**config.mk**
```make
export PLATFORM = sky130hd
export DESIGN_NAME = control_decoder_flat
export DESIGN_NICKNAME = d
export VERILOG_FILES = /design/src/rtl/control_decoder_if.sv /design/src/rtl/control_decoder.sv /design/src/flat_wrapper.sv
export SDC_FILE = /design/constraint.sdc
export NUM_CORES = 1
export LEC_CHECK = 0
export CORE_AREA = 2 2 39 41
export CTS_BUF_LIST = sky130_fd_sc_hd__clkbuf_8 sky130_fd_sc_hd__clkbuf_16
export CTS_CLUSTER_SIZE = 30
export DETAILED_ROUTE_END_ITERATION = 10
export DIE_AREA = 0 0 41 43
export DONT_BUFFER_PORTS = 1
export GPL_TIMING_DRIVEN = 0
export PLACE_DENSITY_LB_ADDON = 0.1
export SLEW_MARGIN = 20
export SYNTH_ARGS = -nofsm -noshare
export SYNTH_HDL_FRONTEND = slang
export SYNTH_SLANG_ARGS = --single-unit
```
**constraint.sdc**
```tcl
create_clock -name clk_i -period 3.8 [get_ports clk_i]
set_input_delay 0.76 -clock clk_i [delete_from_list [all_inputs] [get_ports clk_i]]
set_output_delay 0.76 -clock clk_i [all_outputs]
set_load 0.01 [all_outputs]
```
**src/rtl/control_decoder_if.sv**
```systemverilog
// Control bundle between program memory / datapath and control_decoder.
// The master drives opcode, switch and ALU flags; the slave (decoder) drives the controls.
interface control_decoder_if #(
    parameter int unsigned OSize = 6,
    parameter int unsigned ASize = 3,
    parameter int unsigned FSize = 4
) ();
    logic [OSize-1:0] op_code;
    logic             demo_switch;
    logic [FSize-1:0] alu_flags;
    logic [ASize-1:0] alu_func;
    logic             alu_immediate;
    logic             imm_switches;
    logic             pc_inc;
    logic             pc_branch_abs;
    logic             pc_branch_rel;
    logic             write_reg;
    logic [FSize-1:0] flags;
    logic             busy;

    modport master (
        output op_code,
        output demo_switch,
        output alu_flags,
        input  alu_func,
        input  alu_immediate,
        input  imm_switches,
        input  pc_inc,
        input  pc_branch_abs,
        input  pc_branch_rel,
        input  write_reg,
        input  flags,
        input  busy
    );

    modport slave (
        input  op_code,
        input  demo_switch,
        input  alu_flags,
        output alu_func,
        output alu_immediate,
        output imm_switches,
        output pc_inc,
        output pc_branch_abs,
        output pc_branch_rel,
        output write_reg,
        output flags,
        output busy
    );
endinterface

```
**src/rtl/control_decoder.sv**
```systemverilog
// picoMIPS control decoder: opcode decode plus a small FSM for MUL stalls, WAIT and HALT.
// Owns the registered ALU flag set used by the conditional branches.
module control_decoder #(
    parameter int unsigned OSize      = 6,
    parameter int unsigned ASize      = 3,
    parameter int unsigned FSize      = 4,
    parameter int unsigned MulCycles  = 2,
    parameter int unsigned SyncStages = 2
) (
    input logic              clk_i,
    input logic              rst_ni,
    control_decoder_if.slave bus
);

    localparam logic [OSize-1:0] OpNop   = OSize'(0);
    localparam logic [OSize-1:0] OpAdd   = OSize'(1);
    localparam logic [OSize-1:0] OpAddi  = OSize'(2);
    localparam logic [OSize-1:0] OpMul   = OSize'(3);
    localparam logic [OSize-1:0] OpLdi   = OSize'(4);
    localparam logic [OSize-1:0] OpLds   = OSize'(5);
    localparam logic [OSize-1:0] OpWait0 = OSize'(6);
    localparam logic [OSize-1:0] OpWait1 = OSize'(7);
    localparam logic [OSize-1:0] OpBeq   = OSize'(8);
    localparam logic [OSize-1:0] OpBne   = OSize'(9);
    localparam logic [OSize-1:0] OpJmp   = OSize'(10);
    localparam logic [OSize-1:0] OpHalt  = OSize'(11);

    localparam logic [ASize-1:0] AluA   = ASize'(0);
    localparam logic [ASize-1:0] AluB   = ASize'(1);
    localparam logic [ASize-1:0] AluAdd = ASize'(2);
    localparam logic [ASize-1:0] AluMul = ASize'(3);

    localparam logic [1:0] StRun     = 2'd0;
    localparam logic [1:0] StMulBusy = 2'd1;
    localparam logic [1:0] StWait    = 2'd2;
    localparam logic [1:0] StHalted  = 2'd3;

    localparam int unsigned CntW = (MulCycles > 1) ? $clog2(MulCycles) : 1;

    logic [1:0]            state_q, state_d;
    logic [CntW-1:0]       mul_cnt_q, mul_cnt_d;
    logic [FSize-1:0]      flags_q, flags_d;
    logic [SyncStages-1:0] sync_q;
    logic                  sw_sync;

    logic [ASize-1:0] alu_func_dec;
    logic             alu_imm_dec;
    logic             imm_sw_dec;
    logic             pc_inc_dec;
    logic             pc_abs_dec;
    logic             pc_rel_dec;
    logic             write_reg_dec;
    logic             busy_dec;

    assign sw_sync = sync_q[SyncStages-1];

    always_ff @(posedge clk_i or negedge rst_ni) begin
        if (!rst_ni) begin
            sync_q <= '0;
        end else begin
            sync_q <= {sync_q[SyncStages-2:0], bus.demo_switch};
        end
    end

    always_comb begin
        alu_func_dec  = AluA;
        alu_imm_dec   = 1'b0;
        imm_sw_dec    = 1'b0;
        pc_inc_dec    = 1'b1;
        pc_abs_dec    = 1'b0;
        pc_rel_dec    = 1'b0;
        write_reg_dec = 1'b1;
        busy_dec      = 1'b0;
        state_d       = state_q;
        mul_cnt_d     = mul_cnt_q;

        case (state_q)
            // WAIT re-decodes the held opcode; it only differs from RUN in the busy history.
            StRun, StWait: begin
                state_d = StRun;
                case (bus.op_code)
                    OpNop: ;
                    OpLdi: begin
                        alu_func_dec = AluB;
                        alu_imm_dec  = 1'b1;
                    end
                    OpLds: begin
                        alu_func_dec = AluB;
                        alu_imm_dec  = 1'b1;
                        imm_sw_dec   = 1'b1;
                    end
                    OpAdd: alu_func_dec = AluAdd;
                    OpAddi: begin
                        alu_func_dec = AluAdd;
                        alu_imm_dec  = 1'b1;
                    end
                    OpJmp: begin
                        pc_abs_dec    = 1'b1;
                        pc_inc_dec    = 1'b0;
                        write_reg_dec = 1'b0;
                    end
                    OpBeq, OpBne: begin
                        write_reg_dec = 1'b0;
                        if (flags_q[0] == (bus.op_code == OpBeq)) begin
                            pc_rel_dec = 1'b1;
                            pc_inc_dec = 1'b0;
                        end
                    end
                    OpMul: begin
                        alu_func_dec = AluMul;
                        if (MulCycles > 1) begin
                            pc_inc_dec    = 1'b0;
                            write_reg_dec = 1'b0;
                            busy_dec      = 1'b1;
                            state_d       = StMulBusy;
                            mul_cnt_d     = CntW'(MulCycles - 1);
                        end
                    end
                    OpWait0, OpWait1: begin
                        if (sw_sync != (bus.op_code == OpWait1)) begin
                            pc_inc_dec    = 1'b0;
                            write_reg_dec = 1'b0;
                            busy_dec      = 1'b1;
                            state_d       = StWait;
                        end
                    end
                    OpHalt: begin
                        pc_inc_dec    = 1'b0;
                        write_reg_dec = 1'b0;
                        busy_dec      = 1'b1;
                        state_d       = StHalted;
                    end
                    default: ;
                endcase
            end
            // The opcode is ignored here; the single write lands on the last count.
            StMulBusy: begin
                alu_func_dec = AluMul;
                busy_dec     = 1'b1;
                mul_cnt_d    = mul_cnt_q - 1'b1;
                if (mul_cnt_q == CntW'(1)) begin
                    state_d = StRun;
                end else begin
                    pc_inc_dec    = 1'b0;
                    write_reg_dec = 1'b0;
                end
            end
            default: begin
                pc_inc_dec    = 1'b0;
                write_reg_dec = 1'b0;
                busy_dec      = 1'b1;
            end
        endcase
    end

    always_comb begin
        flags_d = flags_q;
        if (write_reg_dec && (alu_func_dec == AluAdd || alu_func_dec == AluMul)) begin
            flags_d = bus.alu_flags;
        end
    end

    always_ff @(posedge clk_i or negedge rst_ni) begin
        if (!rst_ni) begin
            state_q   <= StRun;
            mul_cnt_q <= '0;
            flags_q   <= '0;
        end else begin
            state_q   <= state_d;
            mul_cnt_q <= mul_cnt_d;
            flags_q   <= flags_d;
        end
    end

    // Outputs are held quiet while reset is asserted, independent of the clock.
    assign bus.alu_func      = rst_ni ? alu_func_dec : AluA;
    assign bus.alu_immediate = rst_ni & alu_imm_dec;
    assign bus.imm_switches  = rst_ni & imm_sw_dec;
    assign bus.pc_inc        = rst_ni & pc_inc_dec;
    assign bus.pc_branch_abs = rst_ni & pc_abs_dec;
    assign bus.pc_branch_rel = rst_ni & pc_rel_dec;
    assign bus.write_reg     = rst_ni & write_reg_dec;
    assign bus.busy          = rst_ni & busy_dec;
    assign bus.flags         = flags_q;

    a_pc_onehot: assert property (@(posedge clk_i)
        $onehot0({bus.pc_inc, bus.pc_branch_abs, bus.pc_branch_rel}));

    a_halt_sticky: assert property (@(posedge clk_i) disable iff (!rst_ni)
        state_q == StHalted |=> state_q == StHalted);

    a_mul_cnt_live: assert property (@(posedge clk_i) disable iff (!rst_ni)
        state_q == StMulBusy |-> mul_cnt_q != '0);

endmodule

```
**src/flat_wrapper.sv**
```systemverilog
// flat-port wrapper written by rule: the top's interface ports become plain ports
module control_decoder_flat 
#(
    parameter int unsigned OSize      = 6,
    parameter int unsigned ASize      = 3,
    parameter int unsigned FSize      = 4,
    parameter int unsigned MulCycles  = 2,
    parameter int unsigned SyncStages = 2
)
  (clk_i, rst_ni, bus_op_code, bus_demo_switch, bus_alu_flags, bus_alu_func, bus_alu_immediate, bus_imm_switches, bus_pc_inc, bus_pc_branch_abs, bus_pc_branch_rel, bus_write_reg, bus_flags, bus_busy);
  control_decoder_if #(.OSize(OSize), .ASize(ASize), .FSize(FSize)) bus_i ();
  input logic clk_i;
  input logic rst_ni;
  input wire logic [$bits(bus_i.op_code)-1:0] bus_op_code;
  input wire logic [$bits(bus_i.demo_switch)-1:0] bus_demo_switch;
  input wire logic [$bits(bus_i.alu_flags)-1:0] bus_alu_flags;
  output wire logic [$bits(bus_i.alu_func)-1:0] bus_alu_func;
  output wire logic [$bits(bus_i.alu_immediate)-1:0] bus_alu_immediate;
  output wire logic [$bits(bus_i.imm_switches)-1:0] bus_imm_switches;
  output wire logic [$bits(bus_i.pc_inc)-1:0] bus_pc_inc;
  output wire logic [$bits(bus_i.pc_branch_abs)-1:0] bus_pc_branch_abs;
  output wire logic [$bits(bus_i.pc_branch_rel)-1:0] bus_pc_branch_rel;
  output wire logic [$bits(bus_i.write_reg)-1:0] bus_write_reg;
  output wire logic [$bits(bus_i.flags)-1:0] bus_flags;
  output wire logic [$bits(bus_i.busy)-1:0] bus_busy;
  assign bus_i.op_code = bus_op_code;
  assign bus_i.demo_switch = bus_demo_switch;
  assign bus_i.alu_flags = bus_alu_flags;
  assign bus_alu_func = bus_i.alu_func;
  assign bus_alu_immediate = bus_i.alu_immediate;
  assign bus_imm_switches = bus_i.imm_switches;
  assign bus_pc_inc = bus_i.pc_inc;
  assign bus_pc_branch_abs = bus_i.pc_branch_abs;
  assign bus_pc_branch_rel = bus_i.pc_branch_rel;
  assign bus_write_reg = bus_i.write_reg;
  assign bus_flags = bus_i.flags;
  assign bus_busy = bus_i.busy;
  control_decoder #(.OSize(OSize), .ASize(ASize), .FSize(FSize), .MulCycles(MulCycles), .SyncStages(SyncStages)) u_core (.clk_i(clk_i), .rst_ni(rst_ni), .bus(bus_i));
endmodule
```
* Yosys cells after proc, flatten, opt, wreduce, memory -nomap -nowiden
Index checks and enable logic that the tools add are counted.
** Operators by class
- Add/sub/neg operators :: 1
- Equality and inequality tests :: 19
- Multiplexer cells :: 28
- Bitwise logic cells :: 7
- Reduce and logical (&&, ||, !) cells :: 15
** Operators with widths (number)
- $eq 6x3->1 const B :: 4
- $eq 6x4->1 const B :: 4
- $mux 1 :: 15
- $eq 6x2->1 const B :: 2
- $pmux 2 s3 :: 2
- $reduce_or 2->1 :: 6
- $pmux 1 s2 :: 5
- $and 1x1->1 :: 7
- $eq 3x2->1 const B :: 2
- $eq 6x1->1 const B :: 1
- $pmux 3 s2 :: 1
- $reduce_or 3->1 :: 2
- $reduce_or 5->1 :: 1
- $mux 2 :: 2
- $pmux 2 s2 :: 1
- $reduce_and 2->1 :: 2
- $mux 3 :: 1
- $pmux 1 s3 :: 1
- $eq 2x1->1 const B :: 1
- $eq 2x2->1 const B :: 1
- $logic_not 2->1 :: 1
- $ne 2x1->1 const B :: 1
- $ne 2x2->1 const B :: 1
- $reduce_bool 2->1 :: 1
- other kinds (5) :: 5
** Storage, ports and cells
- Register bits :: 9
- Bits of input ports :: 13
- Output and inout port bits :: 14
- Word-level logic and storage cells :: 74

* Depth between registers and ports, before layout
Gate-level depths: netlist (run 1).
- Depth after elaboration :: 7
- Depth in mapped cells :: 5
- Mapped depth without buffers :: 4

* Worst setup path before layout (run 1)
No wires, ideal clock.
- Path kind :: input-to-output
- From :: input bus_op_code[5]
- To :: output bus_pc_branch_abs
- Arrival :: 1.601 ns
- Required time :: 3.040 ns
- Setup slack :: 1.439 ns
- Stages on the path :: 3
- Path buffers :: 0
- Path through :: nor3_2 > nand2_1 > nor4b_1
** On the way
- Cells in the longest elaborated chain, start to end :: 4
** RTL lines
- start: declaration :: RTL line flat_wrapper.sv:14 : input wire logic [$bits(bus_i.op_code)-1:0] bus_op_code;
- $eq 6x4->1 :: RTL line control_decoder.sv:81 : case (bus.op_code)
- $mux 1 :: RTL line control_decoder.sv:81
- $mux 1 :: RTL line control_decoder.sv:77 : case (state_q)
- $and 1x1->1 :: RTL line control_decoder.sv:180 : assign bus.pc_branch_abs = rst_ni & pc_abs_dec;
- end: declaration :: RTL line flat_wrapper.sv:21 : output wire logic [$bits(bus_i.pc_branch_abs)-1:0] bus_pc_branch_abs;
Every way passes these cells.

* Final worst setup path (run 1)
Ends and elaborated chain as after synthesis.

==> results of run 1 <==
## kinds of logic after synthesis
group | after synthesis
other | 1
DFF | 9
muxes | 5
AOI/OAI and AO/OA | 18
and+or+nand+nor | 29
buffers and inverters | 7
xor gates and xnor gates | 4
## worst reg2reg max path: cells and delay by family (launching register included)
family          cells  cell delay [ps]
flops               1              410
mux                 1              380
compound gates      1              280
simple gates        1              180
## cell type report
class | instances | area share
Multi-Input combinational cell | 57 | 0.551
Sequential cell | 9 | 0.307
Clock buffer | 3 | 0.0563
Buffer | 4 | 0.0375
Tap cell | 16 | 0.0273
Inverter | 3 | 0.0154
Clock inverter | 1 | 0.00512
## per-stage QoR
stage	std cells	worst slack [ps]	instance area, µm²	total power [mW]
4_1_cts	93	1340	733	0.445
6_report	93	1340	733	0.438
3_5_place_dp	89	1340	688	0.337
3_3_place_gp	89	1330	688	0.333
5_1_grt	93	1280	733	0.477
2_1_floorplan	73	1440	668	0.309
## path summary, 6_finish.rpt
| check | startpoint | slack [ps] | end | cells past startpoint |
|---|---|---|---|---|
| max | bus_op_code[5] | 1340 | bus_pc_branch_abs | 3 |
| min | rst_ni | 230 | u_core.sync_q[0] | 0 |
| max reg2reg | u_core.state_q[0] | 2430 | u_core.bus.flags[2] | 3 |
| min reg2reg | u_core.sync_q[0] | 350 | u_core.sync_q[1] | 0 |
| max in group asynchronous | rst_ni | 3500 | u_core.bus.flags[2] | 0 |
| min in group clk_i | u_core.sync_q[0] | 350 | u_core.sync_q[1] | 0 |
## registers in the layout, summed over array words and instances (netlist names)
signal            count
u_core.sync_q         2
u_core.mul_cnt_q      1
u_core.bus.flags      4
u_core.state_q        2
## cells in the final DEF, fill, tap and decap left out, types with 2 or more instances in the layout
master / n
nor2_1: 4
o21ai_0: 4
nand2b_1: 3
a21oi_1: 4
nor4_1: 4
mux2_2: 4
a31oi_1: 2
dfrtp_1: 9
xor2_1: 2
clkbuf_8: 3
nor3b_1: 2
nand2_1: 6
xnor2_1: 2
inv_1: 3
## metal layers
| layer | GRT usage | vias up |
|---|---|---|
| met4 | 0.160 | 0 |
| li1 | - | 269 |
| met5 | 0 | - |
| met1 | 0.234 | 247 |
| met2 | 0.269 | 23 |
| met3 | 0.0471 | 5 |
## power by group through the flow
stage / Sequential (mW) / Combinational, mW / Clock (mW)
after CTS: 0.174 / 0.162 / 0.108
after floorplan: 0.166 / 0.143 / 0
after global routing: 0.179 / 0.181 / 0.116
after global placement: 0.174 / 0.159 / 0
final: 0.173 / 0.160 / 0.105
after detailed placement: 0.175 / 0.161 / 0
## Yosys cell counts, types with 2 or more instances
cell type / count
a31oi_1: 2
a21oi_1: 4
nand2_1: 6
xor2_1: 2
xnor2_1: 2
o21ai_0: 4
dfrtp_1: 9
mux2_2: 4
inv_1: 2
nor2_1: 4
nor3b_1: 2
nor4_1: 4
nand2b_1: 3
==> results.toml, run 1 <==
[die]
die_w_um = 41
rows = 14
die-area_um2 = 1760
ios = 27
start_util = 0.483
core-area_um2 = 1380
die_y_um = 43

[synthesis]
synthXorXnorAreaFrac = 0.0524
yosys_warnings = 0
synth.top_cell.area_share = 0.337
yosys-top-cells-area = "dfrtp_1 34%, mux2_2 6.7%, nor4_1 3.7%"
synth-simple-area-share = 0.273
ys.flop_type = "dfrtp_1"
synth_compound_area_frac = 0.191
synth_edf_count = 0
ys_ff_latch = 9
synth_top_family_by_area = "simple AND/OR/NAND/NOR gates"
synth_cells = 73
syn_area_um2 = 668
synthMuxAreaShare = 0.0824
synth-seq-area-share = 0.337
yosys.area_share.adder = 0
syn_nets = 86
synth.distinct_cells = 38
synth_top_area_cell = "dfrtp_1"
ys_async_sr_fraction = 1.00
syn_area_per_cell_um2 = 9.15

[placement]
dp_hpwl_um = 1040
port-buffer-count = 0
gp_congestion = 0.701

[finish]
multiInputGateArea_um2 = 404
utilization = 0.530
layout-drive-gt1-share = 0.234
regArea_um2 = 225
n_fill_cell = 136
n_antenna_cell = 0
fin_nets = 91
area_growth_pct = 9.74

[power]
sw_frac_of_total = 0.353
powerDensity_nw_per_um2 = 598
p_leak_nw = 0.304
p_switching_mw = 0.155
ir_drop_uv = 325
clock_power_share = 0.239
pwr-share-comb = 0.366
internal-power_mw = 0.283
sequentialPowerShare = 0.395

[route]
wl_met1_um = 565
top_layer = "met4"
drcViolationCount = 0
drt-total-wl_um = 1350
met2_length_um = 612
wl_met3_um = 131
via_per_inst = 5.85
drt-initial-drc-count = 6
wl_per_cell_um = 14.6
drtPass1Iterations = 2
ant_nets = 0
dr_total_vias = 544

[setup_path]
crit_path_end_kind = "primary output"
crit_required_ps = 3040
cp_slowest_cell = "nor4b_1"
start_kind = "input pin"
crit_family = "simple AND/OR/NAND/NOR gates"
critPathMaxStageDelay_ps = 520
path_max_fanout = 4
arrival_ps = 1700
cp_cell_sequence = "nor3_2 > nand2_1 > nor4b_1"
critical_path_class = "in -> out"
crit_buf_inv = 0

[clock_tree]
cts_resized = 0
clock_sinks = 9
post_cts_buffers = 0
cts_tree = "done"
cts_hold_buf = 0
clk_path_buf_depth = 2
clock_latency_ps = 230
clockRootBuffer = "clkbuf_8"
cts_buffers = 3
clk_pin_slew_ps = 40
cts_htree_levels = 1

[outcome]
status = "finished, final reports clean"

[global_routing]
grt_remaining_overflow = 0
antenna_found_initial = 0
grt_pass1_vias = 504
grt_usage = 0.192
grt_pass1_wl_um = 2170
grt_max_degree = 18

[sta]
slew_headroom = 0.624
worstMarginPinSlew_ps = 558
setup-tns-final_ps = 0
drv_slew = 0
hold_slack_ps = 227
fin_crit_sh = 0.647
finalCriticalPeriod_ps = 2460
skew_ps = 0.466
setup_viol = 0
hold_viol = 0
rsz0062_at_grt = "false"
max_freq_mhz = 407

[job]
maxCapViolations = 0

[worst_hold_path]
hp-class = "in -> async"
Power figures use the tool's default switching activity.
==> run 2, diff against run 1 <==
==> constraint.sdc (replaced) <==
create_clock -name clk_i -period 2.3 [get_ports clk_i]
set_input_delay 0.46 -clock clk_i [delete_from_list [all_inputs] [get_ports clk_i]]
set_output_delay 0.46 -clock clk_i [all_outputs]
set_load 0.01 [all_outputs]
==> run 2 against run 1 <==
  * Non-clock buffer count is 1 higher
  * Worst hold slack improved by 31 ps
  * Clock-buffer cell count stayed put
  * Setup slack got worse by 1100 ps
  * Via count rose by 1.1%
==> results.toml, run 2 (same netlist as run 1, synthesis figures left out) <==
[sta]
finalCriticalPeriod_ps = 2010
hold_viol = 0
hold_slack_ps = 258
worstMarginPinSlew_ps = 560
fin_crit_sh = 0.874
max_freq_mhz = 498
setup_viol = 0
rsz0062_at_grt = "false"
setup-tns-final_ps = 0
drv_slew = 0
slew_headroom = 0.623
skew_ps = 0.368

[route]
via_per_inst = 5.85
dr_total_vias = 550
ant_nets = 0
drcViolationCount = 0
drt-total-wl_um = 1360
drt-initial-drc-count = 7
drtPass1Iterations = 2
wl_per_cell_um = 14.5

[global_routing]
grt_pass1_wl_um = 2170
grt_max_degree = 11
grt_pass1_vias = 512
antenna_found_initial = 0
grt_usage = 0.193
grt_remaining_overflow = 0

[clock_tree]
cts_htree_levels = 1
clock_latency_ps = 230
post_cts_buffers = 0
cts_tree = "done"
cts_buffers = 3
cts_resized = 0
clk_path_buf_depth = 2
clock_sinks = 9
clockRootBuffer = "clkbuf_8"
clk_pin_slew_ps = 40

[finish]
final_common_cell = "dfrtp_1"
n_antenna_cell = 0
layout-drive-gt1-share = 0.231
layout_common_cells = "9 x dfrtp_1, 6 x nand2_1"
largest_reg_flops = 4
multiInputGateArea_um2 = 404
n_fill_cell = 135
area_growth_pct = 11.2
fin_nets = 92
regArea_um2 = 225

[setup_path]
crit_required_ps = 1840
path_max_fanout = 4
regToRegEndpoint = "u_core.bus.flags[2]"
ff2ff_setup_slack_ps = 930
r2r_cells = 3
crit_path_end_kind = "primary output"
critical_path_class = "reg -> out"
arrival_ps = 1550
r2r_start = "u_core.state_q[0]"
start_kind = "register"

[die]
core-area_um2 = 1380
start_util = 0.483
die_y_um = 43
rows = 14
die-area_um2 = 1760
ios = 27
die_w_um = 41

[worst_hold_path]
whs_endpoint = "u_core.sync_q[0]"
whs_path_depth = 0
min_from = "bus_demo_switch"
hp-class = "in -> reg"

[placement]
dp_hpwl_um = 1040
port-buffer-count = 0
gp_congestion = 0.701

[outcome]
status = "finished, final reports clean"

[job]
maxCapViolations = 0

[power]
p_leak_nw = 0.309
powerDensity_nw_per_um2 = 980
ir_drop_uv = 543
==> run 2: cell count changes in the layout (fill, tap and decap cells not counted) <==
cell           before  now
dlygate4sd3_1       0    1
==> run 2: repair_timing <==
item | in CTS | in global routing
hold buffers | 1 | 0
hold endpoints to repair | 9 | 0
endpoints found under the setup margin | 0 | 0
==> run 2: cell type report <==
class / instances / area share
multi-input cells: 57 / 0.544
flip-flops and latches: 9 / 0.303
clock buffers: 3 / 0.0556
plain buffers: 4 / 0.0370
well taps: 16 / 0.0269
inverters: 3 / 0.0152
repair buffers: 1 / 0.0135
clock inverters: 1 / 0.00505
==> run 2: how the worst max path moves through the flow <==
| stage | startpoint | to | slack (ps) | cells past startpoint |
|---|---|---|---|---|
| detailed placement | bus_op_code[5] | bus_pc_branch_abs | 440 | 3 |
| global placement | bus_op_code[5] | bus_pc_branch_abs | 430 | 3 |
| CTS | u_core.state_q[0] | bus_pc_branch_abs | 290 | 3 |
| global route | u_core.state_q[0] | bus_pc_branch_abs | 220 | 3 |
| finish | u_core.state_q[0] | bus_pc_branch_abs | 290 | 3 |
| floorplan | bus_op_code[5] | bus_pc_branch_abs | 540 | 3 |
==> run 2: routing by layer <==
metal / vias to the layer above / part of all wire / GRT usage
met4: 0 / 0.033 / 0.160
met5: - / 0 / 0
met2: 23 / 0.45 / 0.269
li1: 271 / - / -
met1: 251 / 0.42 / 0.237
met3: 5 / 0.096 / 0.0471
==> run 2: report_power, final <==
group	internal [mW]	total, mW	switching [mW]	leakage [nW]
Combinational	0.137	0.269	0.132	0.173
Clock	0.116	0.173	0.0575	0.0269
Sequential	0.217	0.286	0.0693	0.109
Total	0.469	0.728	0.259	0.309
==> run 2: through the flow <==
stage	area [µm²]	setup slack (ps)	utilization	total power, mW	cells
after global routing	743	215	0.537	0.793	94
after CTS	743	294	0.537	0.739	94
after floorplan	668	539	-	0.511	73
after global placement	688	434	0.497	0.550	89
final	743	291	0.537	0.728	94
after detailed placement	688	445	0.497	0.556	89
==> run 2: worst max-delay path: stages, from the launching register on <==
cell     delay [ps]
dfrtp_1         410
nor3_2          230
nand2_1         160
nor4b_1         520
